--- config.mk ---
export PLATFORM = sky130hd
export DESIGN_NAME = act_mac_quant_4bit
export DESIGN_NICKNAME = d
export VERILOG_FILES = /design/src/rtl/act_pkg.sv /design/src/rtl/act_round_sat.sv /design/src/rtl/act_mac_quant_4bit.sv
export SDC_FILE = /design/constraint.sdc
export NUM_CORES = 1
export LEC_CHECK = 0
export BUFFER_PORTS_ARGS = -buffer_cell sky130_fd_sc_hd__clkbuf_2
export CAP_MARGIN = 0
export CORE_UTILIZATION = 25
export CTS_BUF_LIST = sky130_fd_sc_hd__clkbuf_8
export CTS_CLUSTER_DIAMETER = 100
export DETAILED_ROUTE_END_ITERATION = 8
export GPL_ROUTABILITY_DRIVEN = 0
export PLACE_DENSITY = 0.44
export SLEW_MARGIN = 25
export SYNTH_ARGS = -nofsm -noshare
export SYNTH_HDL_FRONTEND = slang
export SYNTH_SLANG_ARGS = --single-unit
--- constraint.sdc ---
create_clock -name clk -period 6.25 [get_ports clk]
set_input_delay 0.625 -clock clk [delete_from_list [all_inputs] [get_ports clk]]
set_output_delay 0.625 -clock clk [all_outputs]
set_load 0.02 [all_outputs]
--- src/rtl/act_pkg.sv ---
// Shared constants and the saturating clamp used by the 4-bit activation stages.
package act_pkg;

    localparam int CODE_W   = 4;
    localparam int CODE_MIN = -8;
    localparam int CODE_MAX = 7;

    // Clamp a signed value into the two's-complement range of the given width (width <= 32).
    function automatic logic signed [31:0] sat_clamp(input logic signed [31:0] value,
                                                     input int                 width);
        logic signed [31:0] hi;
        logic signed [31:0] lo;
        hi = (32'sd1 <<< (width - 1)) - 32'sd1;
        lo = -(32'sd1 <<< (width - 1));
        if (value > hi) begin
            return hi;
        end else if (value < lo) begin
            return lo;
        end else begin
            return value;
        end
    endfunction

endpackage

--- src/rtl/act_round_sat.sv ---
// Rescales an accumulator sum by an arithmetic right shift with round-half-up,
// then saturates it to the signed activation code range.
module act_round_sat
    import act_pkg::*;
#(
    parameter int ACC_W = 12,
    parameter int SHIFT = 2
) (
    input  logic signed [ACC_W-1:0]  sum,
    output logic signed [CODE_W-1:0] code,
    output logic                     clamp
);

    localparam logic signed [ACC_W:0] HALF = (ACC_W + 1)'(1) <<< (SHIFT - 1);

    logic signed [ACC_W:0] biased;
    logic signed [ACC_W:0] shifted;
    logic signed [31:0]    wide;
    logic signed [31:0]    limited;

    // One extra bit of headroom keeps the rounding bias from wrapping at the positive limit.
    assign biased  = $signed({sum[ACC_W-1], sum}) + HALF;
    assign shifted = biased >>> SHIFT;
    assign wide    = 32'(shifted);
    assign limited = sat_clamp(wide, CODE_W);
    assign code    = limited[CODE_W-1:0];
    assign clamp   = (limited != wide);

endmodule

--- src/rtl/act_mac_quant_4bit.sv ---
// Streamed signed dot-product accumulator that emits a rounded, saturated
// 4-bit code per vector through a one-entry valid/ready output register.
module act_mac_quant_4bit
    import act_pkg::*;
#(
    parameter int IN_W  = 4,
    parameter int ACC_W = 12,
    parameter int SHIFT = 2,
    parameter int LEN_W = 8
) (
    input  logic                     clk,
    input  logic                     rst_n,
    input  logic                     s_valid,
    output logic                     s_ready,
    input  logic signed [IN_W-1:0]   s_a,
    input  logic signed [IN_W-1:0]   s_b,
    input  logic                     s_last,
    output logic                     m_valid,
    input  logic                     m_ready,
    output logic signed [CODE_W-1:0] m_code,
    output logic                     m_sat,
    output logic        [LEN_W-1:0]  m_len
);

    logic signed [ACC_W-1:0]  acc;
    logic        [LEN_W-1:0]  len;
    logic                     sat_sticky;

    logic signed [2*IN_W-1:0] product;
    logic signed [ACC_W:0]    sum_wide;
    logic signed [31:0]       sum_wide32;
    logic signed [31:0]       sum_sat32;
    logic signed [ACC_W-1:0]  sum_clamped;
    logic                     acc_ovf;
    logic        [LEN_W-1:0]  len_next;
    logic signed [CODE_W-1:0] code;
    logic                     out_clamp;
    logic                     beat;

    // The whole input stalls while an undelivered result is held.
    assign s_ready = !m_valid || m_ready;
    assign beat    = s_valid && s_ready;

    assign product     = s_a * s_b;
    assign sum_wide    = $signed({acc[ACC_W-1], acc}) + (ACC_W + 1)'(product);
    assign sum_wide32  = 32'(sum_wide);
    assign sum_sat32   = sat_clamp(sum_wide32, ACC_W);
    assign sum_clamped = sum_sat32[ACC_W-1:0];
    assign acc_ovf     = (sum_sat32 != sum_wide32);
    assign len_next    = (&len) ? len : len + 1'b1;

    act_round_sat #(
        .ACC_W (ACC_W),
        .SHIFT (SHIFT)
    ) u_round_sat (
        .sum   (sum_clamped),
        .code  (code),
        .clamp (out_clamp)
    );

    // NOTE: sequential state uses non-blocking assignments so every register
    // samples the pre-edge values; a later assignment in the block wins.
    always_ff @(posedge clk or negedge rst_n) begin
        if (!rst_n) begin
            acc        <= '0;
            len        <= '0;
            sat_sticky <= 1'b0;
            m_valid    <= 1'b0;
            m_code     <= '0;
            m_sat      <= 1'b0;
            m_len      <= '0;
        end else begin
            if (m_valid && m_ready) begin
                m_valid <= 1'b0;
            end
            if (beat) begin
                if (s_last) begin
                    m_code     <= code;
                    m_sat      <= sat_sticky | acc_ovf | out_clamp;
                    m_len      <= len_next;
                    m_valid    <= 1'b1;
                    acc        <= '0;
                    len        <= '0;
                    sat_sticky <= 1'b0;
                end else begin
                    acc        <= sum_clamped;
                    len        <= len_next;
                    sat_sticky <= sat_sticky | acc_ovf;
                end
            end
        end
    end

endmodule
# Yosys cells after proc, flatten, opt, wreduce, memory -nomap -nowiden
# Cells that the tools add are included.
# op_classes
n_mux,11
n_shift,0
div,0
n_addsub,3
n_eq_ne,2
bitwise_logic,2
order_cmp,4
reduce_logical,6
mul,1
# ops
operator,count
32-bit two-way mux,4
32-bit by 11-bit inequality test with 1-bit output,1
32-bit by 13-bit inequality test with 1-bit output,1
8-bit two-way mux,2
12-bit by 3-bit adder with 13-bit output (second input constant),1
12-bit by 8-bit adder with 13-bit output,1
13-bit by 12-bit > comparator with 1-bit output (second input constant),1
13-bit by 12-bit less-than comparator with 1-bit output (second input constant),1
12-bit two-way mux,1
11-bit by 4-bit > comparator with 1-bit output (second input constant),1
11-bit by 4-bit less-than comparator with 1-bit output (second input constant),1
8-bit by 1-bit adder with 8-bit output (second input constant),1
4-bit by 4-bit multiplier with 8-bit output,1
8-bit AND reduction,1
1-bit two-way mux,4
1-bit logical AND,2
1-bit bitwise OR,2
2-bit AND reduction,1
1-bit logical NOT,1
1-bit logical OR,1
# word_totals
out_inout_bits,15
latchBits,0
ff_bits,35
memories,0
mem_bits_rw,0
mem_bits_ro,0

# Longest topological paths before layout
# depth
depth_word,11
ltp_mapped,32

# Hierarchy
# From an unflattened synthesis, not the netlist that was laid out.
# unflattened
cells_unflattened,414
area_unflattened_um2,3603.5
# modules_own_cells
mod,instances,seq_area_each_um2,area_per_inst_um2,cells_per_inst
act_mac_quant_4bit,1,875.8,3044.2,337
act_round_sat,1,0.0,559.3,77

# Worst setup path before layout
# Ideal clock, no wire load.
# synth_path
kind,input -> register
start,input s_b[0]
end,register m_sat
path_buffers,0
slack_ps,-352
arrival_ps,6462
required_time_ps,6110
setup_time_ps,140
stages,27
cell_sequence,and2_1 > fa_1 > inv_1 > fa_1 > fa_1 > inv_1 > fa_1 > a21oi_1 > o221ai_2 > a31oi_4 > xnor2_2 > nor3_2 > a21o_1 > ha_1 > inv_1 > a211o_1 > a2111oi_4 > xnor2_1 > nor3_1 > nand2_1 > and4b_1 > inv_1 > ha_1 > nor3_1 > nand3_1 > nor4_1 > a221oi_2
# synth_between
elab_chain_len,11
# synth_rtl
element,line_no,source
start: declaration,act_mac_quant_4bit.sv:16,"input logic signed [IN_W-1:0] s_b,"
4-bit by 4-bit multiplier with 8-bit output *,act_mac_quant_4bit.sv:44,assign product = s_a * s_b;
12-bit by 8-bit adder with 13-bit output *,act_mac_quant_4bit.sv:45,"assign sum_wide = $signed({acc[ACC_W-1], acc}) + (ACC_W + 1)'(product);"
13-bit by 12-bit less-than comparator with 1-bit output,act_pkg.sv:17,end else if (value < lo) begin
32-bit two-way mux,act_pkg.sv:17,
32-bit two-way mux,act_pkg.sv:15,if (value > hi) begin
12-bit by 3-bit adder with 13-bit output,act_round_sat.sv:22,"assign biased = $signed({sum[ACC_W-1], sum}) + HALF;"
11-bit by 4-bit less-than comparator with 1-bit output,act_pkg.sv:17,
32-bit two-way mux,act_pkg.sv:17,
32-bit two-way mux,act_pkg.sv:15,
32-bit by 11-bit inequality test with 1-bit output,act_round_sat.sv:27,assign clamp = (limited != wide);
1-bit bitwise OR *,act_mac_quant_4bit.sv:79,m_sat <= sat_sticky | acc_ovf | out_clamp;
end signal: assignment,act_mac_quant_4bit.sv:79,
end: declaration,act_mac_quant_4bit.sv:21,"output logic m_sat,"
# Mark *: on every way between the ends. The rest lies on a longest branch, timed or not.
# A chain may end at the register's enable or synchronous reset.

# Worst setup path in the final report
# Ends and elaborated chain as after synthesis.

==> summary.md <==
| Metric | Value |
|---|---|
| Cell with the most instances after synthesis | inv_1 |
| GRT Util Overall | 0.131 |
| Standard-cell rows | 43 |
| Post-synth top cells | inv_1 (55), dfrtp_1 (35), nand2_1 (34) |
| H-tree depth | 2 |
| Initial antenna violation count | 0 |
| Syn nets | 453 |
| First-pass DRT Iterations | 4 |
| Clk root buf | clkbuf_8 |
| Slew Limit Fails | 0 |
| CP max stage cell | fa_1 |
| Status | finished, final reports clean |
| Clk_lat worst skew | 0.30 ns |
| Gr ovfl total | 0 |
| Final period utilization | 0.999 |
| Largest net degree at the start of global routing | 36 |
| Syn_area_per_cell | 9.10 µm² |
| Layout cells sized above 1 | 0.309 |
| Starting Density | 0.255 |
| Final Util | 0.338 |
| CTS tree | done |
| Worst Clk Skew | 0.00859 ns |
| Mapped cell area | 0.00352 mm² |
| Max Fclk | 160 MHz |
| Core area | 0.0138 mm² |
| CTS Buffer Depth | 2 |
| IO buf count | 27 |
| Setup crit start kind | input pin |
| First DRT Iteration DRCs | 144 |
| Post-detailed-route DRC marker count | 0 |
| Die Width | 121 µm |
| Multi-input logic area | 0.00260 mm² |
| Sequential element share of the synthesized area | 0.249 |
| Vias per cell | 4.51 |
| Yosys warns | 0 |
| Fillers | 1,385 |
| Worst-path clk slew | 0.08 ns |
| First-pass GRT wire length | 15,300 µm |
| Final instance area | 0.00467 mm² |
| Final ANT Viol Nets | 0 |
| Final Hold Vio Count | 0 |
| I/O Pins | 28 |
| Fin crit period | 6.24 ns |
| Crit-path max cell delay | 0.54 ns |
| Endpoints failing setup | 0 |
| Max Cap Violations | 0 |
| Die ar. | 0.0146 mm² |
| Area delta synth->final | 32.5% |
| Clk sinks | 35 |
| Post-synth EDFFs | 0 |
| Largest fanout on the critical path | 4 |
| Max_slew headroom | 0.405 |
| # hold bufs at CTS | 0 |
| Vias in the first global route | 3,017 |
| Post-Syn Instances | 387 |
| Placed Area | 0.00436 mm² |
| Synth top area cells | dfrtp_1 (25%), fa_1 (13%), ha_1 (11%) |
| Routed WL per cell | 13.5 µm |
| Worst Hold Class | input pin to asynchronous set/reset pin |
| Synth top area share | 0.249 |
| Flip-flop and latch count after synthesis | 35 |
| RSZ-0062 raised after global routing | true |
| Top FF cell, synth | dfrtp_1 |
| Num CTS Buffers | 5 |
| Nets | 541 |
| Distinct cells, synth | 55 |
| Diodes inserted | 0 |
| Placed wire-length estimate | 7000 µm |
| Worst-Margin Slew | 0.889 ns |
| Worst Hold Slack | 0.427 ns |
| CP arrival | 6.41 ns |
| Sequential Area | 876 µm² |
| Critical path type | input pin to flop |
| Area leader, netlist | dfrtp_1 |
| Post-Route WL | 8830 µm |
| Setup crit end kind | flop |
| Dpl cells | 637 |
| R2R setup slack | 0.14 ns |
| Non-Filler Instances | 656 |
| FFs w/ async S/R, synth | 1.00 |
| Vias | 2,959 |
| CP required | 6.42 ns |
| Die Ht | 121 µm |
[through the flow]
step / TNS [ns] / worst slack (ns)
finish: 0 / 0.00834
global route: -0.612 / -0.273
CTS: 0 / 0.0358
detailed placement: -2.03 / -0.539
global placement: -1.69 / -0.445
floorplan: -0.181 / -0.181
[sequential cells by signal, indices dropped and copies added (netlist names)]
register    cells
m_valid         1
m_len           8
m_sat           1
sat_sticky      1
len             8
acc            12
m_code          4
[layer usage]
layer | up-vias | GRT usage | wire length, µm
met5 | - | 0 | 0
met4 | 0 | 0.0208 | 62
met3 | 5 | 0.00991 | 101
met2 | 16 | 0.231 | 4540
met1 | 1439 | 0.177 | 4130
li1 | 1499 | - | -
[layout make-up]
cell class,instances,area share
clock buffer,5,0.0147
clock inverter,3,0.00429
inverter,55,0.0442
multi-input combinational,285,0.556
sequential,35,0.188
tap,180,0.0482
timing repair buffer,93,0.145
[cells in the final DEF (no fill, tap or decap), types with 5 or more instances in the layout]
cell / n
nor3_1: 6
inv_1: 52
o31ai_1: 5
ha_4: 7
ha_1: 22
a21oi_2: 6
fa_1: 22
and2_1: 12
dfrtp_1: 35
xnor2_1: 13
nor2_1: 21
clkbuf_8: 5
buf_6: 6
xor2_1: 10
a22o_1: 11
clkbuf_2: 22
nand3_1: 12
a21o_1: 6
nand2_1: 30
buf_4: 63
maj3_1: 6
a21oi_1: 17
o21ai_0: 16
[worst max-delay path, delay by kind of cell]
family                   cells  cell delay (ns)
adder cells (fa/ha/maj)      6             2.17
AO/OA/AOI/OAI                7             1.58
AND/OR/NAND/NOR              8             1.32
buffers and inverters        6             0.42
XOR/XNOR                     2             0.28
[worst paths after layout]
kind | depth (start not counted) | start | end
setup reg to reg | 27 | acc[3] | m_sat
max in group asynchronous | 1 | rst_n | m_code[1]
hold / removal | 1 | rst_n | len[6]
min in group clk | 2 | m_len[3] | m_len[3]
hold reg to reg | 2 | m_len[3] | m_len[3]
setup / recovery | 29 | s_b[0] | m_sat
[logic make-up after synthesis]
| logic type | synth area share |
|---|---|
| AND/OR/NAND/NOR | 0.180 |
| AO/OA/AOI/OAI | 0.167 |
| buffers and inverters | 0.0771 |
| adder cells (fa/ha/maj) | 0.254 |
| flip-flops | 0.249 |
| XOR/XNOR | 0.0618 |
| multiplexers | 0.0114 |
[what timing repair did]
item | CTS | global route
endpoints found under the setup margin | 4 | 5
gates resized for setup | 7 | 24
hold endpoints to repair | 0 | 0
pin swaps | 9 | 34
setup buffers | 2 | 9
Power is left out: the tool's default activity adds up to more than one toggle a clock period on the data nets, which glitch-free logic cannot reach.
